[config.mk]
export PLATFORM = sky130hd
export DESIGN_NAME = wb_commit_stage
export DESIGN_NICKNAME = d
export VERILOG_FILES = /design/src/rtl/wb_commit_stage.sv
export SDC_FILE = /design/constraint.sdc
export NUM_CORES = 1
export LEC_CHECK = 0
export ABC_CLOCK_PERIOD_IN_PS = 3290
export CAP_MARGIN = 20
export CORE_MARGIN = 2
export CORE_UTILIZATION = 30
export CTS_CLUSTER_DIAMETER = 50
export CTS_CLUSTER_SIZE = 20
export DETAILED_ROUTE_END_ITERATION = 12
export GPL_TIMING_DRIVEN = 0
export PLACE_DENSITY = 0.63
export RECOVER_POWER = 100
export SLEW_MARGIN = 20
export SYNTH_ARGS = -nofsm -noshare
export SYNTH_HDL_FRONTEND = slang
export SYNTH_SLANG_ARGS = --single-unit
[constraint.sdc]
create_clock -name clk -period 3.29 [get_ports clk]
set_input_delay 0.658 -clock clk [delete_from_list [all_inputs] [get_ports clk]]
set_output_delay 0.658 -clock clk [all_outputs]
set_load 0.02 [all_outputs]
[src/rtl/wb_commit_stage.sv]
// Dual-lane writeback commit stage: registers lane results onto the two register-file write
// ports and merges long-latency results from a small FIFO into free slots. WB_LU_BYPASS_EN enables same-cycle FIFO bypass.
module wb_commit_stage #(
  parameter int LU_DEPTH     = 2,
  parameter int STARVE_LIMIT = 4
) (
  input  logic        clk,
  input  logic        reset,
  input  logic        m_valid0,
  input  logic        m_valid1,
  input  logic [4:0]  m_rd0,
  input  logic [4:0]  m_rd1,
  input  logic [31:0] m_data0,
  input  logic [31:0] m_data1,
  input  logic        m_order_change,
  input  logic        lu_valid,
  input  logic [4:0]  lu_rd,
  input  logic [31:0] lu_data,
  output logic        lu_ready,
  output logic        stall_m,
  output logic        WE3,
  output logic [4:0]  A3,
  output logic [31:0] WD3,
  output logic        WE3_2,
  output logic [4:0]  A3_2,
  output logic [31:0] WD3_2,
  output logic        order_change_w
);

  localparam int PTRW = $clog2(LU_DEPTH);
  localparam int CNTW = PTRW + 1;
  localparam int STW  = $clog2(STARVE_LIMIT + 1);

  logic [4:0]      fifo_rd   [LU_DEPTH];
  logic [31:0]     fifo_data [LU_DEPTH];
  logic [PTRW-1:0] rd_ptr;
  logic [PTRW-1:0] wr_ptr;
  logic [CNTW-1:0] count;
  logic [STW-1:0]  starve_cnt;

  logic            occ0;
  logic            occ1;
  logic [4:0]      head_rd;
  logic [31:0]     head_data;
  logic [4:0]      next_rd;
  logic [31:0]     next_data;
  logic            head_conflict;
  logic            head_drain;
  logic            next_drain;
  logic            bypass;
  logic            push;
  logic [1:0]      pop_cnt;
  logic            we1_d;
  logic            we2_d;
  logic [4:0]      a1_d;
  logic [4:0]      a2_d;
  logic [31:0]     d1_d;
  logic [31:0]     d2_d;

  assign lu_ready = (count < CNTW'(LU_DEPTH));
  assign stall_m  = (starve_cnt == STW'(STARVE_LIMIT));

  assign occ0 = m_valid0 && (m_rd0 != 5'd0) && !stall_m;
  assign occ1 = m_valid1 && (m_rd1 != 5'd0) && !stall_m;

  assign head_rd   = fifo_rd[rd_ptr];
  assign head_data = fifo_data[rd_ptr];
  assign next_rd   = fifo_rd[rd_ptr + PTRW'(1)];
  assign next_data = fifo_data[rd_ptr + PTRW'(1)];

  assign head_conflict = (occ0 && (head_rd == m_rd0)) || (occ1 && (head_rd == m_rd1));

`ifdef WB_LU_BYPASS_EN
  logic lu_conflict;
  assign lu_conflict = (occ0 && (lu_rd == m_rd0)) || (occ1 && (lu_rd == m_rd1));
`endif

  // Head+1 can only drain when both slots are free, so no lane can conflict with it.
  always_comb begin
    head_drain = (count != '0) && !(occ0 && occ1) && !head_conflict;
    next_drain = head_drain && (count >= CNTW'(2)) && !occ0 && !occ1;

    we1_d = occ0;
    a1_d  = m_rd0;
    d1_d  = m_data0;
    we2_d = occ1;
    a2_d  = m_rd1;
    d2_d  = m_data1;

    if (head_drain) begin
      if (!occ0) begin
        we1_d = 1'b1;
        a1_d  = head_rd;
        d1_d  = head_data;
      end else begin
        we2_d = 1'b1;
        a2_d  = head_rd;
        d2_d  = head_data;
      end
    end
    if (next_drain) begin
      we2_d = 1'b1;
      a2_d  = next_rd;
      d2_d  = next_data;
    end

    bypass = 1'b0;
`ifdef WB_LU_BYPASS_EN
    if ((count == '0) && lu_valid && !(occ0 && occ1) && !lu_conflict) begin
      bypass = 1'b1;
      if (!occ0) begin
        we1_d = 1'b1;
        a1_d  = lu_rd;
        d1_d  = lu_data;
      end else begin
        we2_d = 1'b1;
        a2_d  = lu_rd;
        d2_d  = lu_data;
      end
    end
`endif

    push    = lu_valid && lu_ready && !bypass;
    pop_cnt = {1'b0, head_drain} + {1'b0, next_drain};
  end

  always_ff @(posedge clk) begin
    if (push) begin
      fifo_rd[wr_ptr]   <= lu_rd;
      fifo_data[wr_ptr] <= lu_data;
    end
  end

  // The counter saturates at the limit; reaching it frees both slots so the head always drains next.
  always_ff @(posedge clk or negedge reset) begin
    if (!reset) begin
      rd_ptr     <= '0;
      wr_ptr     <= '0;
      count      <= '0;
      starve_cnt <= '0;
    end else begin
      rd_ptr <= rd_ptr + PTRW'(pop_cnt);
      if (push) wr_ptr <= wr_ptr + PTRW'(1);
      count <= count + CNTW'(push) - CNTW'(pop_cnt);
      if ((count == '0) || head_drain) starve_cnt <= '0;
      else if (!stall_m)               starve_cnt <= starve_cnt + STW'(1);
    end
  end

  always_ff @(posedge clk or negedge reset) begin
    if (!reset) begin
      WE3            <= 1'b0;
      A3             <= '0;
      WD3            <= '0;
      WE3_2          <= 1'b0;
      A3_2           <= '0;
      WD3_2          <= '0;
      order_change_w <= 1'b0;
    end else begin
      WE3            <= we1_d;
      A3             <= a1_d;
      WD3            <= d1_d;
      WE3_2          <= we2_d;
      A3_2           <= a2_d;
      WD3_2          <= d2_d;
      order_change_w <= occ0 && occ1 && m_order_change;
    end
  end

endmodule
==> qor.csv <==
stage,metric,value,unit
yosys,synth_seq_area_share,0.570,
timing,min_period,3.11,ns
critical_path,crit_top_cell,ha_1,
route,drtAntennaViolNets,0,
route,drtIter0Drc,378,
critical_path,cp_slowest_cell,or4_4,
route,wl_per_cell,19.8,um
clocking,htreeDepth,4,
global_route,met3_usage,0.0357,
cells_and_area,diodes,0,
clocking,path_clk_slew,0.06,ns
power_and_ir_drop,p_clk_frac,0.229,
flow_run,maxCapViolCount,2,
global_route,grtUsageTotal,0.182,
outcome,failed_checks,"capacitance limit, slew limit",
power_and_ir_drop,ir_drop,0.292,mV
placement,place_congestion,0.765,
route,firstDrtPassIters,5,
clocking,clkLatencyLatePin,0.42,ns
yosys,synth_fp_nets,770,
critical_path,crit_type,input port to register,
timing,rsz0062_at_grt,no,
floorplan,initial_utilization,0.304,
yosys,synth-seq-cells,158,
timing,setup_viol,0,
cells_and_area,drive_gt1_frac,0.106,
critical_path,r2r-end,WD3_2[11],
timing,clock.fmax,321,MHz
power_and_ir_drop,p_int,5480,uW
critical_path,critPathArrivalTime,3.41,ns
critical_path,cp-startpoint,m_rd1[3],
floorplan,die_h,163,um
yosys,syn_inst,648,
floorplan,rows,58,
clocking,cts_hold_buf,0,
global_route,grt.met2_usage,0.308,
floorplan,dieArea,26600,sq um
floorplan,dieWidth,163,um
critical_path,path_cells,clkdlybuf4s50_1 -> or4_4 -> o211ai_4 -> nor2_2 -> a21o_1 -> a21oi_1 -> ha_1 -> ha_1 -> inv_1 -> ha_1 -> xor2_1 -> xnor2_1,
global_route,top_usage_layer,met2,
route,route.detailed.drc,0,
yosys,synth.distinct_cells,36,
global_route,grt_pass1_vias,6214,
power_and_ir_drop,p_sw_frac,0.385,
outcome,status,finished with violations,
floorplan,io_pins,196,
timing,period_share,0.946,
critical_path,cp_max_fo,5,
power_and_ir_drop,seq_power_share,0.324,
power_and_ir_drop,combinationalPowerShare,0.447,
global_route,antenna_found_initial,2,
global_route,grt_pass1_wl,36.2,mm
power_and_ir_drop,p_leak,0.00412,uW
power_and_ir_drop,switching_power,3430,uW
placement,hpwl,16.7,mm
cells_and_area,utilization,0.426,
cells_and_area,syn2layout_area_growth,40.1,%
floorplan,core,25000,sq um
clocking,clock-sinks,158,
power_and_ir_drop,powerDensity,839,nW/um^2
yosys,ys_warn_count,0,
global_route,grtUsageMet1,0.240,
global_route,grt_max_degree,47,
timing,drv_slew,56,
clocking,cts.path.max_buffers,2,
critical_path,required,3.59,ns
clocking,numCtsBuffers,17,
global_route,gr-total-overflow,0,
route,viasPerCell,5.01,
cells_and_area,nNetsFinal,988,
route,wl,23.9,mm
yosys,netlist_area,7580,sq um
route,num_vias,6062,
clocking,tritoncts,done,
clocking,cts-root-buf,clkbuf_16,
critical_path,rr_startpoint,starve_cnt[0],
yosys,avgSynthCellArea,11.7,sq um
timing,tns,0,ns
timing,skew,0.00965,ns
timing,slew_headroom,-0.664,
critical_path,worstSetupEndpointType,register,
hold_path,holdCritPathClass,register to register,
critical_path,start_kind,input port,
timing,hold_violations,0,
placement,io_buffers,195,
critical_path,slowest_delay,0.53,ns
critical_path,endpoint,count[1],
critical_path,regToRegSetupSlack,0.44,ns
timing,worstMarginPinSlew,2.50,ns
critical_path,r2r_cells,11,
area by class of cell:
class	instances	area (sq um)
clock inverters	10	138
repair buffers	199	2010
clock buffers	22	464
plain buffers	57	309
flip-flops and latches	158	4320
multi-input cells	388	2800
inverters	45	169
well taps	330	413
fillers	2388	14300
kinds of logic (layout without fill, tap and decap cells):
kind of cell             count (synthesis)  after routing  synth area share
AO/OA/AOI/OAI                          163            163             0.187
multiplexers                            38             38            0.0528
buffers and inverters                  102            333            0.0632
AND/OR/NAND/NOR                        166            166             0.100
XOR/XNOR                                16             16            0.0185
adder cells (fa/ha/maj)                  5              5           0.00825
flip-flops                             158            158             0.570
power groups by stage:
stage	clock network [uW]	logic, uW	registers (uW)
final	2040	3980	2890
after global routing	2170	4290	2950
after CTS	2100	4060	2890
after detailed placement	0	4040	2920
after global placement	0	3970	2930
after floorplan	0	1870	3350
worst min-delay path by stage:
| stage | startpoint | to | slack, ns | depth (start not counted) |
|---|---|---|---|---|
| after global placement | wr_ptr | wr_ptr | 0.48 | 1 |
| after CTS | reset | WD3_2[27] | 0.15 | 1 |
| after global routing | count[0] | count[0] | 0.52 | 1 |
| final | wr_ptr | wr_ptr | 0.52 | 1 |
| after floorplan | reset | A3[0] | 0.36 | 0 |
| after detailed placement | count[0] | count[0] | 0.50 | 1 |
per-layer routing:
layer / vias to the layer above / part of all wire
li1: 2836 / -
met4: 2 / 0.012
met1: 2949 / 0.44
met3: 22 / 0.058
met5: - / 0.00054
met2: 253 / 0.49
critical path: cells and delay by family:
kind	cells	cell delay [ns]
compound gates	3	0.59
xor+xnor	2	0.27
fa+ha+maj	3	0.74
buf+inv	2	0.53
simple gates	2	0.63
Yosys cell counts:
library cell,count,area share
a31oi_1,37,0.031
ha_1,5,0.0083
buf_6,10,0.015
buf_2,14,0.0092
a41oi_2,24,0.052
xor2_1,2,0.0023
xnor2_1,14,0.016
nand3_1,1,0.00066
o211ai_2,2,0.0033
buf_1,3,0.0015
a21o_1,2,0.0020
nor3_1,77,0.051
clkbuf_1,29,0.014
nor4_4,1,0.0028
nand2_1,4,0.0020
edfxtp_1,74,0.29
a22oi_1,1,0.00099
nor3_2,1,0.0013
mux2i_1,35,0.046
a21oi_2,2,0.0023
o221a_1,1,0.0015
or4_1,2,0.0020
o211a_1,37,0.049
mux2i_4,1,0.0030
a41oi_1,13,0.015
buf_4,1,0.00099
a21oi_1,40,0.026
mux2i_2,2,0.0036
nand3b_1,1,0.00099
inv_1,45,0.022
a21bo_2,1,0.0013
a211oi_2,1,0.0017
nor2_1,78,0.039
o21ai_0,2,0.0013
dfrtp_1,84,0.28
and3_1,1,0.00083
timing repair:
action | 4_1_cts | 5_1_grt
endpoints found under the setup margin | 1 | 1
gates cloned | 0 | 0
gates resized for setup | 1 | 5
setup buffers | 0 | 1
pin swaps | 0 | 1
cells in the final DEF, fill, tap and decap left out, drive strengths merged, types with 4 or more instances in the layout:
cell type and count:
clkdlybuf4s50 153, dfrtp 84, nor2 78, nor3 78
edfxtp 74, clkbuf 57, inv 46, a21oi 42
dlygate4sd3 39, mux2i 38, o211a 37, a31oi 37
a41oi 37, buf 27, xnor2 14, ha 5
nand2 4
metrics by stage:
stage	hold WS [ns]	std cells	area (sq um)	setup WS, ns	total power [uW]
after floorplan	0.362	648	7580	0.335	5220
after global placement	0.479	1173	9940	-1.83	6910
after detailed placement	0.502	1176	10000	-0.493	6960
after CTS	0.148	1208	10600	0.0209	9040
after global routing	0.522	1209	10600	0.00647	9410
final	0.517	1209	10600	0.176	8910
flip-flops by register name, indices dropped and copies added, names as in the netlist:
register and cells:
fifo_data 64, WD3 32, WD3_2 32, fifo_rd 10
A3 5, A3_2 5, starve_cnt 3, count 2
WE3 1, WE3_2 1, order_change_w 1, rd_ptr 1
wr_ptr 1
Power figures use the tool's default switching activity.
